===== config.mk =====
export PLATFORM = sky130hd
export DESIGN_NAME = multi_spi_tx
export DESIGN_NICKNAME = d
export VERILOG_FILES = /design/src/rtl/multi_spi_tx.sv
export SDC_FILE = /design/constraint.sdc
export NUM_CORES = 1
export LEC_CHECK = 0
export BUFFER_PORTS_ARGS = -buffer_cell sky130_fd_sc_hd__buf_4
export CAP_MARGIN = 5
export CORE_MARGIN = 5
export CORE_UTILIZATION = 51
export CTS_BUF_LIST = sky130_fd_sc_hd__clkbuf_8
export CTS_CLUSTER_SIZE = 12
export DETAILED_ROUTE_END_ITERATION = 8
export PLACE_DENSITY = 0.76
export SETUP_SLACK_MARGIN = 0.4
export SYNTH_ARGS = -nofsm -noshare
export SYNTH_HDL_FRONTEND = slang
export SYNTH_SLANG_ARGS = --single-unit

===== constraint.sdc =====
create_clock -name clk -period 2.73 [get_ports clk]
set_input_delay 0.1365 -clock clk [delete_from_list [all_inputs] [get_ports clk]]
set_output_delay 0.1365 -clock clk [all_outputs]
set_load 0.02 [all_outputs]

===== src/rtl/multi_spi_tx.sv =====
// multi_spi_tx: nibble-wide serializer for one channel of the select-addressed MultiSPI link.
// A captured word leaves MSB nibble first, one nibble per host beat addressed to CHAN_ID.
// Outputs are registers updated alongside the state, so they never depend on inputs directly.
module multi_spi_tx #(
    parameter int         REGSIZE = 32,
    parameter logic [1:0] CHAN_ID = 2'd1
) (
    input  logic               clk,
    input  logic               rst,
    input  logic               load,
    input  logic [REGSIZE-1:0] data_in,
    input  logic [1:0]         S,
    input  logic               rd,
    output logic [3:0]         O,
    output logic               o_valid,
    output logic               busy,
    output logic               done
);

    localparam int NIB = REGSIZE / 4;
    localparam int CW  = $clog2(NIB) + 1;

    typedef enum logic [1:0] {
        IDLE = 2'd0,
        SEND = 2'd1,
        DONE = 2'd2
    } state_t;

    state_t             state;
    logic [REGSIZE-1:0] shreg;
    logic [CW-1:0]      cnt;
    logic               beat;

    // A beat is a host strobe addressed to this channel; strobes for other channels are ignored.
    assign beat = rd && (S == CHAN_ID);

    // Transfer FSM; O/o_valid/busy/done are loaded with the values the next state presents.
    always_ff @(posedge clk) begin
        if (rst) begin
            state   <= IDLE;
            shreg   <= '0;
            cnt     <= '0;
            O       <= 4'h0;
            o_valid <= 1'b0;
            busy    <= 1'b0;
            done    <= 1'b0;
        end else begin
            case (state)
                IDLE: begin
                    O       <= 4'h0;
                    o_valid <= 1'b0;
                    busy    <= 1'b0;
                    done    <= 1'b0;
                    // A strobe arriving with load consumes nothing: the word is only just captured.
                    if (load) begin
                        shreg   <= data_in;
                        cnt     <= CW'(NIB);
                        O       <= data_in[REGSIZE-1 -: 4];
                        o_valid <= 1'b1;
                        busy    <= 1'b1;
                        state   <= SEND;
                    end
                end
                SEND: begin
                    if (beat) begin
                        shreg <= shreg << 4;
                        cnt   <= cnt - CW'(1);
                        if (cnt == CW'(1)) begin
                            O       <= 4'h0;
                            o_valid <= 1'b0;
                            done    <= 1'b1;
                            state   <= DONE;
                        end else begin
                            O <= shreg[REGSIZE-5 -: 4];
                        end
                    end
                end
                DONE: begin
                    O       <= 4'h0;
                    o_valid <= 1'b0;
                    busy    <= 1'b0;
                    done    <= 1'b0;
                    state   <= IDLE;
                end
                default: begin
                    O       <= 4'h0;
                    o_valid <= 1'b0;
                    busy    <= 1'b0;
                    done    <= 1'b0;
                    state   <= IDLE;
                end
            endcase
        end
    end

endmodule


---- Yosys cells after proc, flatten, opt, wreduce, memory -nomap -nowiden ----
Index checks and enable logic that the tools add are counted.
word-level totals
  flip-flop bits (word level) ............. 41
  bits in latches ......................... 0
  bits in writable memories ............... 0
  bits in read-only memories .............. 0
  bits of input ports ..................... 38
  output and inout port bits .............. 7
  word-level logic and storage cells ...... 42
  memories kept ........................... 0
operators by class
  $add $sub $neg .......................... 1
  multiply operators ...................... 0
  div/mod/pow operators ................... 0
  $lt $le $gt $ge ......................... 0
  equality and inequality tests ........... 6
  shifts and indexed selects .............. 0
  muxes and demuxes ....................... 19
  bitwise logic cells ..................... 1
  reduce and logical (&&, ||, !) cells .... 8
operator list
  kind                 count
  $mux 28              2
  $pmux 28 s2          1
  $mux 4               5
  $pmux 4 s2           2
  $mux 2               3
  $ne 2x2->1 const B   3
  $reduce_and 3->1     2
  $eq 2x1->1 const B   2
  $eq 4x1->1 const B   1
  $pmux 1 s2           2
  $pmux 2 s2           1
  $reduce_and 2->1     2
  $sub 4x1->4 const B  1
  $mux 1               3
  $logic_not 2->1      1
  $reduce_bool 2->1    1
  $reduce_or 2->1      1
  $logic_and 1x1->1    1
  $not 1->1            1

---- Logic depth before layout (Yosys ltp) ----
  depth after elaboration ................. 4
  depth in mapped cells ................... 6
  depth with buffers taken out ............ 5

---- Worst setup path before layout ----
Ideal clock, no wire load.
  path type ............................... reg2reg
  from .................................... reg cnt[0]
  to ...................................... reg O[1]
  setup time .............................. 0.117 ns
  arrival ................................. 1.435 ns
  data required time ...................... 2.613 ns
  path slack .............................. 1.178 ns
  cell stages (with the launch flop) ...... 6
  path buffers ............................ 1
  clock period less this slack ............ 1.552 ns
  path through ............................ dfxtp_1 > ha_1 > or3b_1 > buf_2 > a32o_1 > a22o_1
on the way
  word-level cells in the longest chain between the ends .. 4
ends and longest elaborated chain
  element                 line  RTL
  from (decl)             31    logic [CW-1:0] cnt;
  from (signal assigned)  57    cnt <= CW'(NIB);
  from (signal assigned)  67    cnt <= cnt - CW'(1);
  $eq 4x1->1              68    if (cnt == CW'(1)) begin
  $mux 4                  68
  $mux 4                  65    if (beat) begin
  $pmux 4 s2              48    case (state)
  to (signal assigned)    58    O <= data_in[REGSIZE-1 -: 4];
  to (signal assigned)    74    O <= shreg[REGSIZE-5 -: 4];
  to (decl)               14    output logic [3:0] O,
No other way between the ends. The select of a mux whose other input is x is not followed.
A chain may end at the register's enable or synchronous reset.

---- Final worst setup path ----
  from .................................... reg state[0]
  to ...................................... reg shreg[5]
on the way
  word-level cells in the longest chain between the ends .. 3
  elaborated cells on any way between the ends .. 7
  those cells by class .................... 3 x eq/ne; 1 x mux; 3 x reduce/logical
ends and longest elaborated chain
  element                                                                  line  RTL
  from (decl)                                                              29    state_t state;
  from (signal assigned)                                                   40    state <= IDLE;
  from (signal assigned)                                                   61    state <= SEND;
  from (signal assigned)                                                   72    state <= DONE;
  $eq 2x1->1 / $logic_not 2->1 (equally long branches)                     48
  $ne 2x2->1 (no source line) / $reduce_bool 2->1 (equally long branches)  --
  $reduce_and 3->1 (no source line)                                        --
  to (signal assigned)                                                     56    shreg <= data_in;
  to (signal assigned)                                                     66    shreg <= shreg << 4;
  to (decl)                                                                30    logic [REGSIZE-1:0] shreg;
Parallel ways exist; a longest one is shown, timed or not.

==> impl_results.md <==
* Status: completed
* Worst hold path class: in2reg
* ANT cells at 0
* Synth area leader: dfxtp_1
* Die height at 73.53 microns
* Final-stage net count at 268
* Post-synth ARST share at 0%
* Global-route wire length before repair at 7879 microns
* Gr ovfl total at 0
* Crit path DAT at 1.98 ns
* Final hold vios at 0
* CP top delay family: flip-flops
* Antenna Nets Post-Route at 0
* RSZ-0062 raised after global routing: false
* H-tree levels at 2
* Top-count cell post-synth: dfxtp_1
* Hold_buf cts at 0
* Top FF cell, synth: dfxtp_1
* Sequential-to-total area share from yosys stat at 39.88%
* Layout area overhead at 17.99%
* Largest family of logic cells by synthesized area: compound AO/OA/AOI/OAI gates
* Vias in the first global route at 1,754
* Area of the multi-input gates at 1090 sq um
* YS warnings at 0
* Relative slew margins at 45.06%
* 1st-iter DRT viols at 122
* Clock Pin Slew Worst Setup and Hold Paths at 0.07 ns
* Yosys cell types at 38
* Register area at 822.0 sq um
* Min Hold Slack at 0.1298 ns
* Final setup skew at 0.002975 ns
* Cells after synthesis at 197
* CP max-delay cell: dfxtp_2
* Setup Viol. Count Final at 0
* Buffers on Ports at 44
* Crit share post-route at 65.97%
* DRT Pass-1 Iters at 4
* Fmax at 555.2 MHz
* Synth Register Bits at 41
* RePlAce Congestion at 0.7320
* Crit Path Category: reg2reg
* Peak supply drop at 0.3921 mV
* Hpwl dp at 3173 microns
* Clock tree from TritonCTS: done
* Clock sink count at 41
* Most used cell, CP: buf_4
* # fillers at 347
* Fin. max-slew vios at 0
* Crit-path max FO at 31
* Setup bufs post-CTS at 0
* Synth top area share at 39.88%
* Fin crit period at 1.801 ns
* IO Pins at 45
* Synth area leaders: dfxtp_1 40%, mux2i_1 12%, a2111oi_0 10%, a31o_1 10%, clkbuf_1 2.7%
* Worst setup SP type: flip-flop
* Synth Area per Inst at 10.45 sq um
* Max cap viols at 0
* Global Route Usage Sum at 18.43%
* Synth Area in Adders at 1.216%
* Clk_lat worst skew at 0.29 ns
* Row Count at 23
* Starting Density at 52.21%
* Die Width at 73.53 microns
* Compound-Gate Fraction of Synth Area at 31.31%
* Residual DRC count at 0
* Root Buffer: clkbuf_8
* Crit path largest cell delay at 0.62 ns
* Element type at the critical path end: flip-flop
* Pin count of the biggest net entering global routing at 41
* CP bufs+invs at 2
* CTS resizes at 0
* Die Footprint at 5406 sq um
* Wire per inst at 16.85 microns
* CTS buffer count at 5
* Core area at 3943 sq um
* Synthesized area at 2058 sq um
* Slew @ Worst Pin at 0.8233 ns
* Lkg Pwr at 0.9382 nW
* Antenna violations before repair at 0
* Bufs on Longest Clock Path at 2
* Setup_tns at 0 ns
* Via count at 1,722
* Critical Path RT at 2.91 ns
* Via density at 6.172
* CP Cell Sequence: nand4b_1 > buf_4 > a21o_1 > buf_4 > a31o_1
* WL final at 4700 microns
* Post-Synth Simple-Gate Area at 8.267%
* Post-synthesis xor/xnor area fraction at 0%
* Share of cells above drive strength 1 at 25.76%
* EDFF count, synth at 0
* Most common library cells after synthesis: 41 x dfxtp_1, 25 x mux2i_1, 24 x a2111oi_0, 24 x a31o_1, 15 x clkbuf_1
* Pwr Density at 519.1 nW/um^2
* Post-synthesis net count at 237
* Multiplexer share of the synthesized area at 12.16%
tightest hold or removal path: cells and delay by family:
kind | cells | cell delay (ns)
AOI/OAI and AO/OA | 2 | 0.18
buffers and inverters | 1 | 0.08
path summary, 6_finish.rpt:
check                                 from         to  slack (ns)  depth (start not counted)
worst max-delay path              state[0]   shreg[5]        0.93                          5
worst max register to register    state[0]   shreg[5]        0.93                          5
worst min-delay path            data_in[2]   shreg[2]        0.13                          3
worst min register to register   shreg[15]  shreg[15]        0.48                          1
layout make-up:
type / count / area share, %
Inverter: 3 / 0.4637
Sequential cell: 41 / 33.85
Clock inverter: 3 / 0.5667
Clock buffer: 5 / 2.834
Timing Repair Buffer: 48 / 14.84
Multi-Input combinational cell: 129 / 44.87
Tap cell: 50 / 2.576
logic make-up after synthesis:
group                    Yosys count
AO/OA/AOI/OAI                     78
adder cells (fa/ha/maj)            2
buffers and inverters             27
flip-flops                        41
multiplexers                      25
AND/OR/NAND/NOR                   24
power breakdown:
part	internal [mW]	leakage [nW]	switching, mW
Clock	0.173	0.0491	0.203
Combinational	0.112	0.553	0.103
Sequential	0.638	0.336	0.0309
per-layer routing:
metal  part of all wire [%]  vias to the layer above  GRT usage (%)
li1                       -                      864              -
met1                     45                      816          23.19
met2                     49                       31          29.72
met3                    4.4                       11          4.651
met4                    1.7                        0          7.847
met5                      0                        -              0
sequential cells by signal (all words and copies together), names as in the netlist:
register	cells
O	4
busy	1
cnt	4
done	1
o_valid	1
shreg	28
state	2
metrics by stage:
step | total power, mW | util [%] | cells | worst slack, ns | area, sq um
final | 1.261 | 61.60 | 279 | 0.9289 | 2429
after global routing | 1.327 | 61.60 | 279 | 0.8060 | 2429
after CTS | 1.274 | 61.60 | 279 | 0.9385 | 2429
after detailed placement | 0.8993 | 59.50 | 271 | 0.9584 | 2346
after global placement | 0.8951 | 59.50 | 271 | 1.008 | 2346
after floorplan | 0.8280 | - | 197 | 1.178 | 2058
cells in the final DEF, fill, tap and decap left out, types with 3 or more instances in the layout:
cell and count:
inv_1 4, nor3_1 3, a22o_1 4, buf_4 48
a31o_1 24, a22oi_1 4, clkbuf_8 5, a21oi_1 9
nand3_1 5, a32o_1 4, dfxtp_1 40, a2111oi_0 24
mux2i_1 25
No activity file was read; power rests on OpenSTA's default activity.
